[config.mk]
export PLATFORM = sky130hd
export DESIGN_NAME = router_pkt_fifo
export DESIGN_NICKNAME = d
export VERILOG_FILES = /design/src/rtl/router_pkt_fifo.sv
export SDC_FILE = /design/constraint.sdc
export NUM_CORES = 1
export LEC_CHECK = 0
export ABC_AREA = 1
export CORE_MARGIN = 10
export CORE_UTILIZATION = 65
export CTS_BUF_LIST = sky130_fd_sc_hd__clkbuf_16
export DETAILED_ROUTE_END_ITERATION = 8
export GPL_TIMING_DRIVEN = 0
export PLACE_DENSITY = 0.95
export RECOVER_POWER = 25
export SLEW_MARGIN = 10
export SYNTH_ARGS = -nofsm -noshare
export SYNTH_HDL_FRONTEND = slang
export SYNTH_SLANG_ARGS = --single-unit
export TNS_END_PERCENT = 5
[constraint.sdc]
create_clock -name clock -period 6.2 [get_ports clock]
set_clock_uncertainty 0.2 [all_clocks]
set_input_delay 1.24 -clock clock [delete_from_list [all_inputs] [get_ports clock]]
set_output_delay 1.24 -clock clock [all_outputs]
set_load 0.005 [all_outputs]
[src/rtl/router_pkt_fifo.sv]
// rtl/router_pkt_fifo.sv - parametrised router output-channel packet FIFO with header tagging
//
// Optional feature macro: ROUTER_PKT_FIFO_ERR_EN (sticky overflow/underflow flags).
//
// Ports:
//   clock          single clock, all logic on posedge
//   reset          synchronous active-high reset (clears everything incl. tags and error flags)
//   soft_reset     synchronous flush (pointers, packet counter, output); error flags kept
//   write_enb      write request; data_in stored with tag = lfd_state of previous cycle
//   lfd_state      load-first-data: word written next cycle is a header
//   data_in        write data
//   read_enb       read request
//   data_out       registered read data (data bits only)
//   rd_valid       data_out holds a word popped at the last edge
//   full/empty     occupancy extremes
//   almost_full    level >= AFULL_THRESH
//   level          words stored
//   pkt_busy       read side is mid-packet (remaining count non-zero)
//   overflow_err   sticky: write attempted while full (0 unless ERR_EN)
//   underflow_err  sticky: read attempted while empty (0 unless ERR_EN)
module router_pkt_fifo #(
    parameter int DATA_WIDTH   = 8,
    parameter int DEPTH        = 16,
    parameter int LEN_LSB      = 2,
    parameter int LEN_WIDTH    = 6,
    parameter int AFULL_THRESH = DEPTH - 2
) (
    input  logic                    clock,
    input  logic                    reset,
    input  logic                    soft_reset,
    input  logic                    write_enb,
    input  logic                    lfd_state,
    input  logic [DATA_WIDTH-1:0]   data_in,
    input  logic                    read_enb,
    output logic [DATA_WIDTH-1:0]   data_out,
    output logic                    rd_valid,
    output logic                    full,
    output logic                    empty,
    output logic                    almost_full,
    output logic [$clog2(DEPTH):0]  level,
    output logic                    pkt_busy,
    output logic                    overflow_err,
    output logic                    underflow_err
);

    localparam int AW = $clog2(DEPTH);
    localparam int PW = AW + 1;
    localparam int RW = LEN_WIDTH + 1;
    localparam logic [PW-1:0] AFULL_L = PW'(AFULL_THRESH);

    logic [DATA_WIDTH-1:0] mem [DEPTH];
    logic [DEPTH-1:0]      tag_q;
    logic [PW-1:0]         wr_ptr;
    logic [PW-1:0]         rd_ptr;
    logic [RW-1:0]         rem_q;
    logic                  lfd_q;

    logic                  wr_fire;
    logic                  rd_fire;
    logic [DATA_WIDTH-1:0] rd_word;
    logic                  rd_tag;

    // Extra MSB on the pointers distinguishes full from empty when the
    // index bits match.
    assign empty       = (wr_ptr == rd_ptr);
    assign full        = (wr_ptr[AW] != rd_ptr[AW]) && (wr_ptr[AW-1:0] == rd_ptr[AW-1:0]);
    assign level       = wr_ptr - rd_ptr;
    assign almost_full = (level >= AFULL_L);
    assign pkt_busy    = (rem_q != '0);

    // Flushes win over same-cycle traffic; full/empty use pre-edge pointers.
    assign wr_fire = write_enb && !full && !soft_reset && !reset;
    assign rd_fire = read_enb && !empty && !soft_reset && !reset;

    assign rd_word = mem[rd_ptr[AW-1:0]];
    assign rd_tag  = tag_q[rd_ptr[AW-1:0]];

    always_ff @(posedge clock) begin
        if (wr_fire) begin
            mem[wr_ptr[AW-1:0]] <= data_in;
        end
    end

    always_ff @(posedge clock) begin
        if (reset) begin
            tag_q <= '0;
        end else if (wr_fire) begin
            tag_q[wr_ptr[AW-1:0]] <= lfd_q;
        end
    end

    always_ff @(posedge clock) begin
        if (reset || soft_reset) begin
            wr_ptr   <= '0;
            rd_ptr   <= '0;
            rem_q    <= '0;
            lfd_q    <= 1'b0;
            data_out <= '0;
            rd_valid <= 1'b0;
        end else begin
            lfd_q <= lfd_state;
            if (wr_fire) begin
                wr_ptr <= wr_ptr + PW'(1);
            end
            if (rd_fire) begin
                rd_ptr   <= rd_ptr + PW'(1);
                data_out <= rd_word;
                rd_valid <= 1'b1;
                // Header length covers the payload; +1 accounts for the parity word.
                if (rd_tag) begin
                    rem_q <= {1'b0, rd_word[LEN_LSB +: LEN_WIDTH]} + RW'(1);
                end else if (rem_q != '0) begin
                    rem_q <= rem_q - RW'(1);
                end
            end else begin
                rd_valid <= 1'b0;
                // Idle between packets: do not leave stale data on the port.
                if (rem_q == '0) begin
                    data_out <= '0;
                end
            end
        end
    end

`ifdef ROUTER_PKT_FIFO_ERR_EN
    always_ff @(posedge clock) begin
        if (reset) begin
            overflow_err  <= 1'b0;
            underflow_err <= 1'b0;
        end else if (!soft_reset) begin
            if (write_enb && full) begin
                overflow_err <= 1'b1;
            end
            if (read_enb && empty) begin
                underflow_err <= 1'b1;
            end
        end
    end
`else
    assign overflow_err  = 1'b0;
    assign underflow_err = 1'b0;
`endif

endmodule

==> results of run 1 <==
[worst max-delay path, stage by stage (launching register included)]
cell and delay [ns]:
dfxtp_1 0.34, inv_1 0.14, ha_1 0.18, inv_1 0.05, fa_1 0.40, a21oi_1 0.15
o21bai_1 0.09, xor2_1 0.15, o21ai_0 0.08, clkdlybuf4s50_1 0.52
[cells by family after synthesis]
group | after synthesis | share of synthesized area (%)
and+or+nand+nor | 343 | 18.78
DFF | 175 | 62.67
buffers and inverters | 120 | 6.801
AOI/OAI and AO/OA | 117 | 8.440
adders and majority gates | 13 | 2.229
xor gates and xnor gates | 9 | 1.033
other | 1 | 0.04912
[metrics by stage]
| stage | instance area (sq um) | hold WS (ns) | utilization, % | setup slack, ns | cells |
|---|---|---|---|---|---|
| 6_report | 8708 | 0.2734 | 75.94 | 2.212 | 985 |
| 3_3_place_gp | 8128 | 0.2456 | 70.88 | 2.263 | 953 |
| 3_5_place_dp | 8128 | 0.2527 | 70.88 | 2.207 | 953 |
| 2_1_floorplan | 7639 | 0.2306 | - | 3.274 | 779 |
| 5_1_grt | 8708 | 0.2993 | 75.94 | 2.120 | 985 |
| 4_1_cts | 8698 | 0.2717 | 75.85 | 2.211 | 985 |
[routing by layer]
layer / vias up / wire, um / track usage [%]
met2: 669 / 10160 / 41.79
met1: 2908 / 7256 / 30.58
met5: - / 0 / 0
li1: 2705 / - / -
met4: 0 / 1189 / 16.03
met3: 152 / 3114 / 7.967
[Yosys cell counts]
master and count:
a21oi_1 47, o22ai_1 4, inv_1 81, nor3_4 1, xor2_1 7, nand2_2 1
nor2_2 4, o21ai_1 12, buf_2 10, ha_1 12, nor3b_1 1, a211oi_1 1
fa_1 1, a22oi_1 4, buf_6 3, o21ai_2 1, nor2_1 62, nor3_1 5
nor2_8 1, clkbuf_1 9, dfxtp_1 47, o21ai_0 36, nand4_1 3, nand3_1 70
a32o_1 2, inv_2 8, o21a_1 1, buf_4 9, o311ai_0 2, nand2_1 195
conb_1 1, edfxtp_1 128, o21bai_1 2, o211ai_1 5, xnor2_1 2
[state kept, by name, indices dropped and copies added, names as in the netlist, named ones only]
register  cells
wr_ptr        5
rem_q         7
data_out      8
rd_ptr        5
tag_q        16
rd_valid      1
mem         128
lfd_q         1
[path summary, 6_finish.rpt]
path                     from           to  slack, ns  cells after the start
hold / removal    data_out[2]  data_out[2]       0.27                      2
setup / recovery    wr_ptr[0]  almost_full       2.21                      9
setup reg to reg    rd_ptr[2]     tag_q[4]       2.66                     11
hold reg to reg   data_out[2]  data_out[2]       0.27                      2
[cell type report]
class	instances	area, sq um
flip-flops and latches	175	4785
fillers	623	2759
multi-input cells	484	2345
clock buffers	17	425.4
inverters	89	334.1
repair buffers	31	310.3
plain buffers	31	185.2
well taps	143	178.9
clock inverters	15	145.1
[where the power goes]
part           leakage, nW  total (mW)  internal, mW  switching [mW]
clock network        0.278        1.04         0.590           0.454
registers             1.53        1.26          1.26         0.00330
logic                 1.64       0.111        0.0370          0.0739
total                 3.45        2.42          1.89           0.531
==> flow_summary.yaml, run 1 <==
pwr:
  cellLeakagePower_nw: 3.445
  p_total_mw: 2.417
  ir_drop_mv: 0.1892
  power_density_nw_per_um2: 277.6
route:
  drtIter0Drc: 1519
  vias: 6434
  routed_wirelength_um: 21720
  dr.pass1.iters: 6
  vias_per_cell: 6.532
  ant_nets: 0
  drc: 0
  wl_per_cell_um: 22.05
synthesis:
  synthCells: 778
  synthTopCellsByArea: "edfxtp_1, dfxtp_1, nand2_1"
  syn_area_sq_um: 7635
  syn_area_per_cell_sq_um: 9.813
  netlist-cell-type-count: 35
  synth_warnings: 0
  synth_top_area_share_pct: 50.34
  synth_seq_cells: 175
  ys_seq_area_share_pct: 62.67
  synth_top_area_cell: "edfxtp_1"
global_routing:
  grt_pass1_wl_um: 33330
  grt_max_degree: 17
  grt_pass1_vias: 6295
  track_usage_pct: 26.20
  antenna_found_initial: 0
  overflow: 0
die:
  die_x_um: 128.4
  initial_core_util_pct: 66.58
  ioPinCount: 34
  rows: 39
  die_y_um: 128.4
  core_sq_um: 11470
  dieArea_sq_um: 16480
min_path:
  hold_class: "register to register"
clocking:
  cts_buffer_depth: 2
  cts_hold_buf: 0
  htree_levels: 4
  clk_pin_slew_ns: 0.06
  cts_setup_buffers: 0
  root_buffer: "clkbuf_16"
  cts_resized: 0
  numCtsBuffers: 17
  cts_sinks: 175
  clock_latency_ns: 0.43
  cts_tree: "built"
worst_setup_path:
  cp-start-kind: "register"
  crit_required_ns: 4.76
  end_kind: "output port"
  critical_path_class: "register to output port"
  crit_fanout: 4
  crit_arrival_ns: 2.55
timing:
  worst_pin_slew_ns: 1.462
  fmax_ghz: 0.2508
  period_minus_slack_ns: 3.988
  finalHoldViolCount: 0
  maxSlewHeadroom_pct: 2.149
  fin_crit_sh_pct: 64.32
  tns_ns: 0
  setup_viol: 0
  grt_setup_unrepaired: "no"
  drv_slew: 0
job:
  max_cap_violations: 0
placement:
  portBuffers: 31
  gp_congestion: 0.9112
  place_hpwl_um: 12420
finish:
  drive_gt1_share_pct: 8.314
  syn2layout_area_growth_pct: 14.06
  final_cell_mix: "nand2_1, edfxtp_1, inv_1, nand3_1, nor2_1"
  final_common_cell: "nand2_1"
  n_antenna_cell: 0
  nets: 856
run_status:
  status: "finished clean"
No activity file was read; power rests on OpenSTA's default activity.
==> inputs of run 2 (changes only) <==
- CORE_UTILIZATION: 65 -> 54
- PLACE_DENSITY: 0.95 -> 0.85
- clock period: 6.2 -> 3.48 ns (I/O delays scaled with it)
==> flow_summary.yaml, run 2 (same netlist as run 1, synthesis figures left out) <==
placement:
  portBuffers: 31
  gp_congestion: 0.8933
  place_hpwl_um: 11920
route:
  routed_wirelength_um: 19800
  wl_per_cell_um: 19.38
  ant_nets: 0
  drc: 0
  vias: 5975
  drtIter0Drc: 896
  vias_per_cell: 5.846
  dr.pass1.iters: 7
timing:
  worst_pin_slew_ns: 1.335
  fmax_ghz: 0.2973
  fin_crit_sh_pct: 96.67
  setup_viol: 0
  holdWs_ns: 0.2698
  drv_slew: 0
  grt_setup_unrepaired: "no"
  maxSlewHeadroom_pct: 10.65
  period_minus_slack_ns: 3.364
  tns_ns: 0
  finalHoldViolCount: 0
pwr:
  ir_drop_mv: 0.3300
  cellLeakagePower_nw: 3.481
  power_density_nw_per_um2: 505.6
die:
  core_sq_um: 13880
  die_y_um: 138.9
  rows: 43
  ioPinCount: 34
  dieArea_sq_um: 19290
  die_x_um: 138.9
  initial_core_util_pct: 55.00
finish:
  final_cell_mix: "nand2_1, edfxtp_1, inv_1, nand3_1, nor2_1"
  syn2layout_area_growth_pct: 15.29
  drive_gt1_share_pct: 8.432
  nets: 856
  final_common_cell: "nand2_1"
  n_antenna_cell: 0
  largest_reg_flops: 128
worst_setup_path:
  timing.rr.start: "rd_ptr[2]"
  ff2ff_path_depth: 11
  crit_arrival_ns: 2.47
  cp-start-kind: "register"
  crit_required_ns: 2.58
  crit_fanout: 4
  rrSetupSlack_ns: 0.21
  end_kind: "output port"
  critical_path_class: "register to output port"
  worstReg2RegEnd: "tag_q[4]"
clocking:
  numCtsBuffers: 17
  root_buffer: "clkbuf_16"
  cts_tree: "built"
  clock_latency_ns: 0.43
  cts_sinks: 175
  cts_buffer_depth: 2
  htree_levels: 4
  cts_setup_buffers: 0
  clk_pin_slew_ns: 0.07
global_routing:
  overflow: 0
  grt_max_degree: 17
  track_usage_pct: 19.70
  grt_pass1_wl_um: 30220
  antenna_found_initial: 0
  grt_pass1_vias: 5513
run_status:
  status: "finished clean"
job:
  max_cap_violations: 0
min_path:
  hold_end: "tag_q[7]"
  hold_class: "register to register"
  holdPathStages: 2
  hold_start: "tag_q[7]"
-- run 2: cell types whose count changed in the layout (fill, tap and decap cells not counted), sizes merged --
cell,previous run,this run
inv,91,92
dlygate4sd3,6,5
dlymetal6s2s,0,1
clkinv,10,4
clkinvlp,1,4
bufinv,2,4
-- run 2: area by class of cell --
cell class / instances / area (sq um)
fillers: 1034 / 5079
multi-input cells: 484 / 2341
clock inverters: 15 / 193.9
inverters: 89 / 334.1
flip-flops and latches: 175 / 4785
well taps: 180 / 225.2
clock buffers: 17 / 425.4
repair buffers: 31 / 312.8
plain buffers: 31 / 185.2
-- run 2: report_power, final --
part | switching (mW) | internal (mW)
logic | 0.125 | 0.0658
registers | 0.00561 | 2.24
clock network | 0.812 | 1.20
-- run 2: how the worst max path moves through the flow --
stage,slack [ns],to,from
floorplan,1.09,mem[11][0],rd_ptr[2]
global placement,0.20,mem[1][7],reset
detailed placement,0.05,tag_q[6],reset
CTS,0.05,almost_full,wr_ptr[0]
global route,0.03,level[4],wr_ptr[0]
finish,0.12,level[4],wr_ptr[0]
-- run 2: through the flow --
stage / total power [mW] / util, % / setup WS (ns) / cell area, sq um / cells
detailed placement: 2.478 / 58.89 / 0.05487 / 8174 / 990
global placement: 2.472 / 58.89 / 0.1950 / 8174 / 990
floorplan: 2.394 / - / 1.086 / 7639 / 779
finish: 4.450 / 63.41 / 0.1160 / 8802 / 1022
CTS: 4.425 / 63.35 / 0.04543 / 8793 / 1022
global route: 4.526 / 63.41 / 0.03470 / 8802 / 1022
-- run 2: critical path, stage by stage (launching register included) --
cell and delay [ns]:
dfxtp_1 0.35, inv_2 0.10, ha_1 0.17, inv_1 0.05, fa_1 0.40, a21oi_1 0.15, o21bai_1 0.09, xor2_1 0.16
inv_1 0.07, clkdlybuf4s50_1 0.50
-- run 2: metal layers --
metal,share of wire (%),vias to the layer above,GRT usage (%)
met1,38,2799,24.59
met2,49,409,32.98
met4,3.2,0,8.567
li1,-,2708,-
met5,0,-,0
met3,10,59,3.219
-- run 2: timing repair --
item,4_1_cts,5_1_grt
endpoints found under the setup margin,0,3
gates resized for setup,0,4
hold buffers,0,0
==> inputs of run 3 (changes only) <==
- SLEW_MARGIN: 10 -> not set
==> results of run 3 <==
No change in the layout: final DEF, timing and power equal those of run 2.
